===== config.mk =====
export PLATFORM = sky130hd
export DESIGN_NAME = ram2_port_arbiter
export DESIGN_NICKNAME = d
export VERILOG_FILES = /design/src/rtl/ram2_port_arbiter.sv
export SDC_FILE = /design/constraint.sdc
export NUM_CORES = 1
export LEC_CHECK = 0
export ABC_AREA = 0
export BUFFER_PORTS_ARGS = -buffer_cell sky130_fd_sc_hd__buf_2
export CORE_MARGIN = 2
export CORE_UTILIZATION = 38
export CTS_BUF_LIST = sky130_fd_sc_hd__clkbuf_4
export CTS_CLUSTER_DIAMETER = 40
export DETAILED_ROUTE_END_ITERATION = 12
export GPL_ROUTABILITY_DRIVEN = 0
export PLACE_DENSITY = 0.89
export SETUP_SLACK_MARGIN = 0.05
export SYNTH_ARGS = -nofsm -noshare
export SYNTH_HDL_FRONTEND = slang
export SYNTH_SLANG_ARGS = --single-unit
export TNS_END_PERCENT = 100

===== constraint.sdc =====
create_clock -name clk -period 1.85 [get_ports clk]
set_clock_uncertainty 0.15 [all_clocks]
set_input_delay 0.185 -clock clk [delete_from_list [all_inputs] [get_ports clk]]
set_output_delay 0.185 -clock clk [all_outputs]
set_load 0.03 [all_outputs]

===== src/rtl/ram2_port_arbiter.sv =====
// Shares RAM2's write port and read port 0 between two requesters with per-port round-robin.
// Latency: write grant->wen 1 cycle; read grant->rd_valid 1+RD_LAT cycles; 1 op/cycle per port.
// Backpressure: none queued; an ungranted requester holds its request until its grant bit rises.
module ram2_port_arbiter #(
    parameter int AW     = 5,
    parameter int DW     = 32,
    parameter int RD_LAT = 1
) (
    input  logic          clk,
    input  logic          rst,
    input  logic [1:0]    wr_req,
    input  logic [AW-1:0] wr_addr0,
    input  logic [AW-1:0] wr_addr1,
    input  logic [DW-1:0] wr_data0,
    input  logic [DW-1:0] wr_data1,
    output logic [1:0]    wr_gnt,
    input  logic [1:0]    rd_req,
    input  logic [AW-1:0] rd_addr0,
    input  logic [AW-1:0] rd_addr1,
    output logic [1:0]    rd_gnt,
    output logic [1:0]    rd_valid,
    output logic [DW-1:0] rd_data,
    output logic [AW-1:0] waddr,
    output logic [DW-1:0] wdata,
    output logic          wen,
    output logic [AW-1:0] raddr0,
    input  logic [DW-1:0] rdata0,
    output logic [15:0]   conflicts
);

    // ptr=0 favours requester 0 under contention, ptr=1 favours requester 1
    logic wr_ptr;
    logic rd_ptr;

    // Tag pipe: stage 0 lines up with raddr0, stage RD_LAT with rdata0
    logic [RD_LAT:0] tag_v;
    logic [RD_LAT:0] tag_id;

    function automatic logic [1:0] rr_pick(input logic [1:0] req, input logic ptr);
        logic [1:0] g;
        case (req)
            2'b01:   g = 2'b01;
            2'b10:   g = 2'b10;
            2'b11:   g = ptr ? 2'b10 : 2'b01;
            default: g = 2'b00;
        endcase
        return g;
    endfunction

    // Grants are suppressed while reset is asserted so nothing is acknowledged then dropped
    always_comb begin
        wr_gnt = 2'b00;
        rd_gnt = 2'b00;
        if (rst) begin
            wr_gnt = rr_pick(wr_req, wr_ptr);
            rd_gnt = rr_pick(rd_req, rd_ptr);
        end
    end

    assign rd_valid = {tag_v[RD_LAT] & tag_id[RD_LAT], tag_v[RD_LAT] & ~tag_id[RD_LAT]};
    assign rd_data  = rdata0;

    always_ff @(posedge clk or negedge rst) begin
        if (!rst) begin
            wr_ptr    <= 1'b0;
            rd_ptr    <= 1'b0;
            wen       <= 1'b0;
            waddr     <= '0;
            wdata     <= '0;
            raddr0    <= '0;
            tag_v     <= '0;
            tag_id    <= '0;
            conflicts <= '0;
        end else begin
            wen <= |wr_gnt;
            if (wr_gnt[0]) begin
                waddr  <= wr_addr0;
                wdata  <= wr_data0;
                wr_ptr <= 1'b1;
            end else if (wr_gnt[1]) begin
                waddr  <= wr_addr1;
                wdata  <= wr_data1;
                wr_ptr <= 1'b0;
            end

            if (rd_gnt[0]) begin
                raddr0 <= rd_addr0;
                rd_ptr <= 1'b1;
            end else if (rd_gnt[1]) begin
                raddr0 <= rd_addr1;
                rd_ptr <= 1'b0;
            end
            tag_v  <= {tag_v[RD_LAT-1:0], |rd_gnt};
            tag_id <= {tag_id[RD_LAT-1:0], rd_gnt[1]};

            if (((wr_req == 2'b11) || (rd_req == 2'b11)) && (conflicts != 16'hFFFF))
                conflicts <= conflicts + 16'd1;
        end
    end

endmodule

# Yosys cells after proc, flatten, opt, wreduce, memory -nomap -nowiden
# Index checks and enable logic that the tools add are counted.
# Widths: inputs -> output; s select.
# op_classes
addsub	1
eq_ne	7
mux	16
n_bitwise	3
reduce_logical	6
# ops
op	count
$mux 32	2
$mux 5	4
$add 16x1->16 const B	1
$ne 16x16->1 const B	1
$pmux 2 s3	2
$eq 2x2->1 const B	4
$mux 2	4
$eq 2x1->1 const B	2
$mux 1	4
$reduce_bool 2->1	2
$reduce_or 2->1	2
$and 1x1->1	2
$logic_and 1x1->1	1
$logic_or 1x1->1	1
$not 1->1	1
# word_totals
regBits	65
inputBits	122
output_inout_bits	97
word_cells	42

# Depth between registers and ports, before layout
# depth
word_depth	5
depth_mapped	6
ltp_nobuf	5

# Least setup slack after synthesis
# Ideal clock, no wire load.
# synth_path
path_type	flip-flop to flip-flop
from	register conflicts[0]
to	register conflicts[1]
setup_ps	125
arrival_time_ps	1861
t_required_ps	1575
path_slack_ps	-286
path_stages_with_launch	5
path_buffers	0
synth_period_minus_slack_ps	2136
path_cell_list	dfrtp_1 ha_1 nand4_4 o41ai_4 mux2_4
# synth_via
elab_chain_len	2
# synth_lines
item	line	source
from (decl)	28	output logic [15:0] conflicts
from (signal assigned)	97	conflicts <= conflicts + 16'd1;
branches (longest 2 deep; another with $add 16x1->16)	--	
# Several ways; the timed one is not identified.
# A chain may end at the register's enable or synchronous reset.

# Worst setup path in the final report
# layout_path
from	register conflicts[5]
to	register conflicts[1]
# layout_via
elab_chain_len	2
# layout_lines
item	line	source
$ne 16x16->1	96	if (((wr_req == 2'b11) || (rd_req == 2'b11)) && (conflicts != 16'hFFFF))
$logic_and 1x1->1	96	
# Every way passes these cells.

==> metrics.yaml <==
synth:
  syn_area_um2: 3050
  synth_top_area_share_pct: 53.3
  synth.avg_cell_area_um2: 9.85
  synth_flop_cell: "dfrtp_1"
  yosysWarnings: 0
  synth_seq_cells: 65
  synthDistinctLibCells: 31
  synthesis.instances: 310
  syn_nets: 433
  synth-edff-count: 0
  yosysSeqAreaShare_pct: 53.3
  yosysTopAreaCell: "dfrtp_1"
  async_flop_share_pct: 100
  ys_top_cells_by_area: "dfrtp_1 53%, nand2_1 12%, a22oi_1 11%"
cts:
  insertion_delay_ns: 0.39
  cts_tree: "done"
  h-tree-depth: 3
  cts_sinks: 65
  clock_path_buffers: 2
  cts_root_buffer: "clkbuf_4"
  cts_made_buffers: 9
  clk_pin_slew_worst_paths_ns: 0.11
worst_setup_path:
  required_ns: 1.97
  r2r-end: "conflicts[1]"
  end_kind: "flop"
  r2r-start: "conflicts[5]"
  crit_chain: "nand4_2, o41ai_4, buf_6, mux2_4"
  crit_arrival_ns: 1.89
  r2r_cells: 4
  worstSetupPathType: "flop to flop"
  cp_slowest_cell: "dfrtp_2"
  cp_max_fo: 8
  cpPeakStageDelay_ns: 0.43
  r2r_slack_ns: 0.08
  critPathLaunchType: "flop"
sta:
  finalCritPeriodShare_pct: 95.8
  timing.final.ws_setup_ns: 0.0773
  setup_tns_ns: 0
  setup_viol: 0
  worstMarginPinSlew_ns: 0.649
  fmax_mhz: 564
  rsz0062_at_grt: "true"
  finalHoldViolCount: 0
  finalMaxSlewViolations: 0
  maxSlewHeadroom_pct: 56.3
  hold-worst-slack_ns: 0.113
  min_period_ns: 1.77
global_routing:
  grt_start_max_net_pins: 39
  first_global_vias: 3557
  grt-ovfl-total: 0
  grt_pass1_wl_um: 16900
  grt.total_usage_pct: 25.3
  antenna_found_initial: 0
final_layout:
  drive_above_1_share_pct: 39.1
  syn_to_final_growth_pct: 64.2
  fin_util_pct: 64.6
  fin_nets: 665
  num-fill-cells: 599
hold_path:
  hold_end: "tag_id[0]"
  min_from: "rd_req[1]"
  worstHoldPathCells: 4
  worst_hold_path_type: "input port to flop"
die:
  io_pins: 219
  dieWidth_um: 93.7
  die_h_um: 93.7
  rows: 32
  die_area_um2: 8770
  initial_core_util_pct: 39.3
  core_area_um2: 7770
power:
  powerDensity_nw_per_um2: 902
  power.total_mw: 4.52
  ir_worst_vdd_v: 0.000615
  p_leak_nw: 2.63
detailed_routing:
  viasPerCell: 5.20
  num_vias: 3380
  drc: 0
  drtAntennaViolNets: 0
  firstDrtPassIters: 6
  routedWlPerCell_um: 17.3
  wl_um: 11300
  drtIter0Drc: 186
place:
  dpl.hpwl_um: 6020
  io_buffers: 154
  dp_slack_ns: -0.00215
run:
  cap_violations: 0
outcome:
  status: "complete, no violations"
## sequential cells by signal (all words and copies together), names as in the netlist
signal     cells
tag_v          2
waddr          5
wr_ptr         1
conflicts     16
wdata         32
raddr0         5
tag_id         2
wen            1
rd_ptr         1
## synth_stat cells (2+ instances only)
library cell and number:
nor2_1 7, nor3_1 3, dfrtp_1 65, buf_2 2, nand2_1 94, nand3_1 6
nor4_1 2, nand4_1 3, buf_1 5, xor2_1 9, and3_1 2, o21ai_0 5
mux2_2 2, xnor2_1 4, a22oi_1 43, inv_1 5, a21oi_1 4, clkbuf_1 5
buf_4 32
## layout by cell type, fill, tap and decap left out, types with 2 or more instances in the layout
cell and n:
a21oi_1 2, a21oi_4 2, a22oi_1 42, and3_1 2, buf_12 2, buf_2 152
buf_4 19, bufinv_16 2, clkbuf_4 12, clkinv_1 2, dfrtp_1 56, dfrtp_2 9
dlygate4sd3_1 89, inv_1 5, mux2_2 2, nand2_1 94, nand3_1 6, nand4_1 3
nor2_1 6, nor3_1 2, nor4_1 2, o21ai_0 4, xnor2_1 4, xor2_1 9
## repair_timing
action | 4_1_cts | 5_1_grt
setup buffers | 4 | 4
hold buffers | 89 | 5
endpoints found under the setup margin | 4 | 18
resized for setup | 3 | 7
pin swaps | 1 | 2
gates cloned | 1 | 1
hold endpoints to repair | 109 | 5
## worst max path at each step
stage          cells past startpoint           from            to
3_5_place_dp                       4  conflicts[14]  conflicts[1]
6_report                           4   conflicts[5]  conflicts[1]
3_3_place_gp                       4  conflicts[14]  conflicts[1]
2_1_floorplan                      3  conflicts[12]  conflicts[1]
4_1_cts                            5   conflicts[0]  conflicts[1]
5_1_grt                            4   conflicts[5]  conflicts[1]
## worst max-delay path, delay by kind of cell, from the launching register on
kind,cells,cell delay (ns)
multiplexers,1,0.30
AND/OR/NAND/NOR,1,0.21
AO/OA/AOI/OAI,1,0.38
buffers and inverters,1,0.18
flip-flops,1,0.43
## layout make-up
class | count | area (um^2) | area share, %
timing repair buffer | 265 | 1900 | 37.9
multi-input combinational | 196 | 1170 | 23.3
antenna | 1 | 2.50 | 0.0499
sequential | 65 | 1640 | 32.7
clock inverter | 4 | 67.6 | 1.35
inverter | 5 | 18.8 | 0.374
tap | 102 | 128 | 2.54
clock buffer | 12 | 90.1 | 1.80
## through the flow
step | instance area [um^2] | instances
3_3_place_gp | 3800 | 534
2_1_floorplan | 3070 | 310
3_5_place_dp | 3800 | 534
6_report | 5020 | 650
4_1_cts | 4930 | 644
5_1_grt | 5010 | 649
## logic make-up (layout without fill, tap and decap cells)
kind of cell / after synthesis / in the layout / synth area share (%)
simple gates: 125 / 125 / 18.1
flops: 65 / 65 / 53.3
compound gates: 54 / 54 / 13.2
buf+inv: 49 / 286 / 10.0
xor+xnor: 13 / 13 / 3.73
mux: 3 / 3 / 1.23
fa+ha+maj: 1 / 1 / 0.410
other cells: 0 / 1 / 0
## where the power goes
part           total (mW)  internal, mW  switching [mW]
combinational        1.58         0.615           0.967
sequential           1.87          1.66           0.207
clock                1.07         0.587           0.487
total                4.52          2.86            1.66
## layer usage
metal / vias to the layer above / track usage, % / wire [um]
li1: 1502 / - / -
met1: 1591 / 26.6 / 4000
met2: 222 / 43.9 / 5750
met3: 65 / 7.06 / 891
met4: 0 / 16.8 / 608
met5: - / 0 / 0
No activity file was read; power rests on OpenSTA's default activity.
